[src/rtl/dac_wave_gen_pkg.sv]
// Shared encodings and helpers for the BCD-programmed DDS generator dac_wave_gen.
// The sine helper is only referenced when WAVE_SINE_EN is defined.
package dac_wave_gen_pkg;

  localparam int DAC_W      = 10;
  localparam int BCD_DIGITS = 7;
  localparam int BIN_W      = 24;

  typedef enum logic [1:0] {
    WAVE_SQR = 2'd0,
    WAVE_SAW = 2'd1,
    WAVE_TRI = 2'd2,
    WAVE_SIN = 2'd3
  } wave_sel_e;

  typedef enum logic [1:0] {
    ST_IDLE   = 2'd0,
    ST_CONV   = 2'd1,
    ST_SCALE  = 2'd2,
    ST_COMMIT = 2'd3
  } conv_state_e;

  function automatic logic bcd_invalid(input logic [4*BCD_DIGITS-1:0] digits);
    logic bad;
    bad = 1'b0;
    for (int i = 0; i < BCD_DIGITS; i++) begin
      bad = bad | (digits[4*i +: 4] > 4'd9);
    end
    return bad;
  endfunction

  // 512 + 511*sin(pi/2 * idx/256), evaluated as a Taylor series up to x^9.
  function automatic logic [DAC_W-1:0] sine_quarter(input int idx);
    real x, x2, s;
    x  = 1.5707963267948966 * real'(idx) / 256.0;
    x2 = x * x;
    s  = x * (1.0 - x2 / 6.0 * (1.0 - x2 / 20.0 * (1.0 - x2 / 42.0 * (1.0 - x2 / 72.0))));
    return DAC_W'(512 + int'(s * 511.0));
  endfunction

endpackage

[src/rtl/dac_wave_gen_sine_lut.sv]
// Registered quarter-wave sine ROM, 256 x 10-bit offset-binary (512..1023).
// Compiled only when WAVE_SINE_EN is defined.
`ifdef WAVE_SINE_EN
module dac_sine_lut
  import dac_wave_gen_pkg::*;
(
  input  logic             clk,
  input  logic             rst_n,
  input  logic [7:0]       addr,
  output logic [DAC_W-1:0] data
);

  logic [DAC_W-1:0] rom [256];
  logic [DAC_W-1:0] data_d;
  logic [DAC_W-1:0] data_q;

  for (genvar i = 0; i < 256; i++) begin : g_rom
    assign rom[i] = sine_quarter(i);
  end

  always_comb begin
    data_d = rom[addr];
  end

  always_ff @(posedge clk) begin
    if (!rst_n) begin
      data_q <= {DAC_W{1'b0}};
    end else begin
      data_q <= data_d;
    end
  end

  assign data = data_q;

endmodule
`endif

[src/rtl/dac_wave_gen.sv]
// BCD-programmed DDS waveform generator for a 10-bit DAC with a sync square output.
// Define WAVE_SINE_EN to enable the quarter-wave sine LUT on wave_sel=3.
module dac_wave_gen
  import dac_wave_gen_pkg::*;
#(
  parameter int CLK_HZ   = 100_000_000,
  parameter int ACC_W    = 32,
  parameter int HZ_SCALE = 2814750,
  parameter int FMAX     = 9_999_999
) (
  input  logic             clk,
  input  logic             rst_n,
  input  logic [3:0]       FRE0,
  input  logic [3:0]       FRE1,
  input  logic [3:0]       FRE2,
  input  logic [3:0]       FRE3,
  input  logic [3:0]       FRE4,
  input  logic [3:0]       FRE5,
  input  logic [3:0]       FRE6,
  input  logic             load,
  input  logic [1:0]       wave_sel,
  output logic             busy,
  output logic             done,
  output logic             err,
  output logic [DAC_W-1:0] dac_out,
  output logic             sync_out
);

  localparam int                PROD_W   = ACC_W + 16;
  localparam logic [BIN_W-1:0]  FMAX_BIN = BIN_W'(FMAX);
  localparam logic [PROD_W-1:0] SCALE_W  = PROD_W'(HZ_SCALE);

  if (CLK_HZ <= 0 || HZ_SCALE <= 0 || FMAX >= (1 << BIN_W)) begin : g_cfg_check
    $error("dac_wave_gen: inconsistent CLK_HZ/HZ_SCALE/FMAX");
  end

  conv_state_e             state_q, state_d;
  logic [4*BCD_DIGITS-1:0] dig_q, dig_d, fre_s;
  logic [2:0]              cnt_q, cnt_d;
  logic [BIN_W-1:0]        bin_q, bin_d;
  logic [ACC_W-1:0]        prod_q, prod_d;
  logic [ACC_W-1:0]        tw_q, tw_d;
  logic                    busy_q, busy_d, done_q, done_d, err_q, err_d;
  logic [ACC_W-1:0]        acc_q, acc_d;
  logic [DAC_W-1:0]        p_q, p_d;
  wave_sel_e               sel_q, sel_d;
  logic                    sync_q, sync_d;
  logic [DAC_W-1:0]        dac_q, dac_d, sine_s;
  logic                    load_ok_s;

  assign fre_s     = {FRE6, FRE5, FRE4, FRE3, FRE2, FRE1, FRE0};
  assign load_ok_s = load && !bcd_invalid(fre_s);

  always_ff @(posedge clk) begin
    if (!rst_n) begin
      state_q <= ST_IDLE;
    end else begin
      state_q <= state_d;
    end
  end

  always_comb begin
    state_d = state_q;
    case (state_q)
      ST_IDLE:   if (load_ok_s) state_d = ST_CONV; else state_d = ST_IDLE;
      ST_CONV:   if (cnt_q == 3'd6) state_d = ST_SCALE; else state_d = ST_CONV;
      ST_SCALE:  state_d = ST_COMMIT;
      ST_COMMIT: state_d = ST_IDLE;
      default:   state_d = ST_IDLE;
    endcase
  end

  // Digits are consumed MSD first from the top nibble of the snapshot.
  always_comb begin
    dig_d  = dig_q;
    cnt_d  = cnt_q;
    bin_d  = bin_q;
    prod_d = prod_q;
    tw_d   = tw_q;
    err_d  = err_q;
    done_d = 1'b0;
    busy_d = (state_d != ST_IDLE);
    case (state_q)
      ST_IDLE: begin
        if (load_ok_s) begin
          dig_d = fre_s;
          cnt_d = 3'd0;
          bin_d = {BIN_W{1'b0}};
        end else if (load) begin
          err_d = 1'b1;
        end else begin
          err_d = err_q;
        end
      end
      ST_CONV: begin
        bin_d = bin_q * 24'd10 + BIN_W'(dig_q[4*BCD_DIGITS-1 -: 4]);
        dig_d = {dig_q[4*BCD_DIGITS-5:0], 4'd0};
        cnt_d = cnt_q + 3'd1;
      end
      ST_SCALE: begin
        prod_d = ACC_W'(({{(PROD_W-BIN_W){1'b0}}, bin_q} * SCALE_W) >> 5'd16);
      end
      ST_COMMIT: begin
        done_d = 1'b1;
        if (bin_q > FMAX_BIN) begin
          err_d = 1'b1;
        end else begin
          tw_d  = prod_q;
          err_d = 1'b0;
        end
      end
      default: begin
        done_d = 1'b0;
      end
    endcase
  end

`ifdef WAVE_SINE_EN
  logic [7:0]       lut_addr_s;
  logic [DAC_W-1:0] lut_data_s;

  // Second quadrant of each half walks the quarter table backwards.
  assign lut_addr_s = acc_q[ACC_W-2] ? ~acc_q[ACC_W-3 -: 8] : acc_q[ACC_W-3 -: 8];

  dac_sine_lut u_sine_lut (
    .clk   (clk),
    .rst_n (rst_n),
    .addr  (lut_addr_s),
    .data  (lut_data_s)
  );

  assign sine_s = p_q[DAC_W-1] ? ~lut_data_s : lut_data_s;
`else
  assign sine_s = 10'd512;
`endif

  always_comb begin
    acc_d  = acc_q + tw_q;
    p_d    = acc_q[ACC_W-1 -: DAC_W];
    sel_d  = wave_sel_e'(wave_sel);
    sync_d = p_q[DAC_W-1];
    case (sel_q)
      WAVE_SQR: dac_d = p_q[DAC_W-1] ? {DAC_W{1'b1}} : {DAC_W{1'b0}};
      WAVE_SAW: dac_d = p_q;
      WAVE_TRI: dac_d = p_q[DAC_W-1] ? ~{p_q[DAC_W-2:0], 1'b0} : {p_q[DAC_W-2:0], 1'b0};
      WAVE_SIN: dac_d = sine_s;
      default:  dac_d = {DAC_W{1'b0}};
    endcase
  end

  always_ff @(posedge clk) begin
    if (!rst_n) begin
      dig_q  <= {(4*BCD_DIGITS){1'b0}};
      cnt_q  <= 3'd0;
      bin_q  <= {BIN_W{1'b0}};
      prod_q <= {ACC_W{1'b0}};
      tw_q   <= {ACC_W{1'b0}};
      busy_q <= 1'b0;
      done_q <= 1'b0;
      err_q  <= 1'b0;
      acc_q  <= {ACC_W{1'b0}};
      p_q    <= {DAC_W{1'b0}};
      sel_q  <= WAVE_SQR;
      sync_q <= 1'b0;
      dac_q  <= {DAC_W{1'b0}};
    end else begin
      dig_q  <= dig_d;
      cnt_q  <= cnt_d;
      bin_q  <= bin_d;
      prod_q <= prod_d;
      tw_q   <= tw_d;
      busy_q <= busy_d;
      done_q <= done_d;
      err_q  <= err_d;
      acc_q  <= acc_d;
      p_q    <= p_d;
      sel_q  <= sel_d;
      sync_q <= sync_d;
      dac_q  <= dac_d;
    end
  end

  assign busy     = busy_q;
  assign done     = done_q;
  assign err      = err_q;
  assign dac_out  = dac_q;
  assign sync_out = sync_q;

endmodule

[config.mk]
export PLATFORM = sky130hd
export DESIGN_NAME = dac_wave_gen
export DESIGN_NICKNAME = d
export VERILOG_FILES = /design/src/rtl/dac_wave_gen_pkg.sv /design/src/rtl/dac_wave_gen_sine_lut.sv /design/src/rtl/dac_wave_gen.sv
export SDC_FILE = /design/constraint.sdc
export NUM_CORES = 1
export LEC_CHECK = 0
export CORE_ASPECT_RATIO = 1.75
export CORE_UTILIZATION = 50
export DETAILED_ROUTE_END_ITERATION = 16
export GPL_TIMING_DRIVEN = 0
export PLACE_DENSITY = 0.8
export SLEW_MARGIN = 20
export SYNTH_ARGS = -nofsm -noshare
export SYNTH_HDL_FRONTEND = slang
export SYNTH_SLANG_ARGS = --single-unit
[constraint.sdc]
create_clock -name clk -period 6.6 [get_ports clk]
set_input_delay 1.65 -clock clk [delete_from_list [all_inputs] [get_ports clk]]
set_output_delay 1.65 -clock clk [all_outputs]
set_load 0.01 [all_outputs]
# Yosys cells after proc, flatten, opt, wreduce, memory -nomap -nowiden
# Index checks and enable logic that the tools add are counted.
[word_totals]
elab_cells = 72
in_bits = 33
out_inout_bits = 14
regBits = 175
[op_classes]
n_bitwise = 8
add_sub_neg = 3
n_lt_le_gt_ge = 8
mul = 2
eq_ne = 10
n_mux = 17
n_reduce_logical = 10
[op_table]
columns = ["operator", "count"]
rows = [
  ["28-bit one-hot mux with 2 select lines", 1],
  ["24-bit one-hot mux with 2 select lines", 1],
  ["24-bit by 21-bit multiplier with 45-bit output (second input constant)", 1],
  ["10-bit one-hot mux with 4 select lines", 1],
  ["32-bit by 30-bit adder with 32-bit output", 1],
  ["4-bit > comparator (second input constant)", 7],
  ["28-bit 2-to-1 mux", 1],
  ["24-bit by 4-bit adder with 24-bit output", 1],
  ["24-bit > comparator (second input constant)", 1],
  ["24-bit by 3-bit multiplier with 23-bit output (second input constant)", 1],
  ["24-bit 2-to-1 mux", 1],
  ["10-bit 2-to-1 mux", 2],
  ["10-bit NOT", 1],
  ["2-bit == test (second input constant)", 4],
  ["2-bit one-hot mux with 4 select lines", 1],
  ["2-bit inequality test (second input constant)", 3],
  ["1-bit OR", 6],
  ["3-bit one-hot mux with 2 select lines", 1],
  ["2-bit nonzero test", 3],
  ["1-bit 2-to-1 mux", 5],
  ["2-bit by 1-bit == test with 1-bit output (second input constant)", 2],
  ["2-bit zero test", 2],
  ["2-bit AND reduction", 2],
  ["3-bit by 1-bit adder with 3-bit output (second input constant)", 1],
  ["other kinds (8)", 8],
]

# Logic depth before layout (Yosys ltp)
[depth]
depth_word = 12
mapped_depth = 24
mapped_depth_nobuf = 23

# Least setup slack after synthesis
# Ideal clock, no wire load.
[synth_timing]
kind = "flip-flop to flip-flop"
start = "register bin_q[9]"
end = "register prod_q[28]"
n_path_buf = 1
arrival_time_ns = 6.292
period_less_slack_ns = 6.413
setup_time_ns = 0.122
path_stages_with_launch = 22
required_ns = 6.478
setup_slack_ns = 0.187
path_cell_list = "dfxtp_1 > inv_1 > fa_1 > inv_1 > ha_1 > fa_1 > fa_1 > fa_1 > fa_1 > inv_1 > fa_1 > inv_1 > ha_1 > clkbuf_1 > nand4_1 > or3_1 > a311o_1 > a21oi_1 > o21a_1 > o21a_1 > nor2_1 > a221o_1"
[synth_between]
elab_chain_len = 1
[synth_rtl]
columns = ["item", "line", "rtl"]
rows = [
  ["start, declared", "dac_wave_gen.sv:40", "logic [BIN_W-1:0] bin_q, bin_d;"],
  ["start signal, assigned", "dac_wave_gen.sv:155", "bin_q <= {BIN_W{1'b0}};"],
  ["start signal, assigned", "dac_wave_gen.sv:169", "bin_q <= bin_d;"],
  ["24-bit by 21-bit multiplier with 45-bit output", "dac_wave_gen.sv:101", "prod_d = ACC_W'(({{(PROD_W-BIN_W){1'b0}}, bin_q} * SCALE_W) >> 5'd16);"],
  ["end signal, assigned", "dac_wave_gen.sv:156", "prod_q <= {ACC_W{1'b0}};"],
  ["end signal, assigned", "dac_wave_gen.sv:170", "prod_q <= prod_d;"],
  ["end, declared", "dac_wave_gen.sv:41", "logic [ACC_W-1:0] prod_q, prod_d;"],
]
# No other way between the ends.
# A chain may end at the register's enable or synchronous reset.

# Worst setup path after layout
[layout_timing]
start = "register bin_q[10]"
end = "register prod_q[28]"
# The elaborated chain is that of the path after synthesis.

==> reports/qor.txt <==
worst reg2reg startpoint: bin_q[10]
clock skew: 11.2 ps
ys async rst share: 0%
PwrDens: 107 mW/mm^2
max-slew violation count: 0
TritonCTS buffer count: 17
# hold bufs at CTS: 0
Post-synth EDFFs: 0
Data arrival, critical path: 6860 ps
Top FF cell, synth: dfxtp_1
FMAX: 0.153 GHz
reg-to-reg slack, setup: 80 ps
MaxCap Viol Count: 0
initial core utilization: 50.8%
htree depth: 4
Die X: 150 um
setup violators final: 0
Post-synth top cells: inv_1, ha_1, fa_1, dfxtp_1, nor2_1
DRT Pass-1 Iters: 7
most area-consuming cells after synthesis: fa_1, ha_1, dfxtp_1
fin crit share: 98.8%
row count: 94
status: finished clean
drt wl/cell: 19.7 um
DR iter-0 viols: 965
Yosys top cell area share: 21.5%
Yosys top cell by area: fa_1
Synth Instances: 2097
layout cells sized above 1: 6.28%
Slew headroom: 38.0%
Antenna Violating Nets Remaining: 0
area of the mapped netlist: 0.0190 sq mm
sequential area share after synthesis: 18.4%
worst path required time: 6930 ps
Hold/Removal Path Class: reg -> reg
Worst Hold Path EP: bin_q[0]
Core Region: 0.0375 sq mm
Placed Cells incl. Taps: 2623
Leak: 0.0107 uW
warnings from Yosys: 0
WHS Path Cells: 2
vias in the first global route: 16700
Area growth, synth to finish: 11.5%
Skew-Pair Late Insertion Delay: 450 ps
Yosys reg bits: 175
Final Hold Vio Count: 0
reg2reg end: prod_q[28]
DP Wirelength: 43300 um
first-pass GRT wire length: 83000 um
setup_tns: 0 ps
fin area: 0.0212 sq mm
crit path launch type: register
IO buf count: 45
Clk pin slew, worst setup/hold paths: 70 ps
Residual DRC: 0
Overflow after GRT: 0
Total Wirelength: 52800 um
overall global routing resource usage: 27.6%
Final Hold Slack: 452 ps
Final Non-Filler Cells: 2679
worst-path fanout max: 7
synth unique cells: 73
Worst-Margin Slew: 929 ps
Max clock buf depth: 2
syn_nets: 2642
largest net degree at the start of global routing: 17
Avg Vias per Cell: 5.86
post-route minimum period: 6520 ps
Final Wtd Congestion: 0.970
CTS root buffer: clkbuf_16
clock tree sinks: 175
total number of vias: 15700
CTS tree: done
Reg2Reg Depth: 19
CP Capture Type: register
peak supply drop: 0.000179 V
Syn Area/Cell: 9.08 sq um
filler instances: 3145
hold path startpoint: dig_q[24]
fin nets: 2732
Die ar.: 0.0389 sq mm
diode count: 0
Cell Area, Placed: 0.0201 sq mm
initial antenna violation count: 0
Top Ports: 47
kind of critical path: reg -> reg
most frequent cell after synthesis: inv_1
Die Y: 260 um
## report_power, final
part	total, uW	switching [uW]	internal [uW]
clock network	1080	473	604
logic	127	75.4	51.5
registers	1080	12.0	1070
## per-stage QoR
| step | worst slack, ps | util (%) | power, uW |
|---|---|---|---|
| global route | -22.8 | 56.6 | 2340 |
| CTS | 18.7 | 55.7 | 2280 |
| finish | 76.0 | 56.6 | 2280 |
| detailed placement | -918 | 53.6 | 1230 |
| floorplan | 187 | - | 1180 |
| global placement | -874 | 53.6 | 1230 |
## flip-flops by register name, indices dropped and copies added (netlist names)
| name | count |
|---|---|
| acc_q | 32 |
| prod_q | 30 |
| tw_q | 30 |
| dig_q | 28 |
| bin_q | 24 |
| dac_out | 10 |
| p_q | 10 |
| cnt_q | 3 |
| sel_q | 2 |
| state_q | 2 |
| busy | 1 |
| done | 1 |
| err | 1 |
| sync_out | 1 |
## logic make-up (layout without fill, tap and decap cells)
group	after synthesis	in the layout	synth area share [%]
fa+ha+maj	512	512	41.7
mux	55	55	2.89
buf+inv	400	502	7.88
xor+xnor	70	70	3.22
simple gates	493	493	12.3
flops	175	175	18.4
compound gates	392	392	13.6
## worst max-delay path, cell delays in order, from the launching register on
cell	delay [ps]
dfxtp_4	350
buf_4	160
fa_2	630
ha_1	270
fa_1	500
fa_1	520
fa_1	530
fa_1	560
inv_1	60
fa_1	540
inv_1	70
ha_4	310
nand4_1	180
or3_1	420
a311o_2	440
a21oi_2	190
o21a_2	190
o21a_1	170
nor2_1	60
a221o_1	250
## how the worst max path moves through the flow
stage | startpoint | to | cells past startpoint
2_1_floorplan | bin_q[9] | prod_q[28] | 21
3_3_place_gp | bin_q[9] | prod_q[28] | 21
3_5_place_dp | bin_q[9] | prod_q[28] | 21
4_1_cts | bin_q[9] | prod_q[28] | 20
5_1_grt | bin_q[10] | prod_q[26] | 20
6_report | bin_q[10] | prod_q[28] | 19
## area by class of cell
cell class                      instances  area (sq um)  share of cell area [%]
Tap cell                              480           601                    2.83
Clock buffer                           18           429                    2.02
Timing Repair Buffer                   76           721                    3.39
Sequential cell                       175          3570                    16.8
Clock inverter                         13           178                   0.837
Buffer                                 59           223                    1.05
Inverter                              336          1260                    5.96
Multi-Input combinational cell       1522         14200                    67.1
## what timing repair did
item,4_1_cts,5_1_grt
pin swaps,4,17
gates resized for setup,43,48
endpoints found under the setup margin,17,15
setup buffers,12,18
## cell usage in the layout (no fill, tap or decap), types with 34 or more instances in the layout
cell type and n:
clkbuf_1 52, xnor2_1 42, nor2_1 175, nor3_1 35
a211oi_1 34, ha_1 293, mux2i_1 55, a21o_1 42
dfxtp_1 153, a21oi_1 118, nand3_1 46, clkdlybuf4s50_1 45
fa_1 191, o21ai_0 51, nand2_1 107, inv_1 333
## routing by layer
metal  GRT usage [%]  routed length, um
met2            52.4              28100
met4            24.0               5220
met5               0                  0
met3            3.23               2150
met1            25.4              17400
Power figures use the tool's default switching activity.
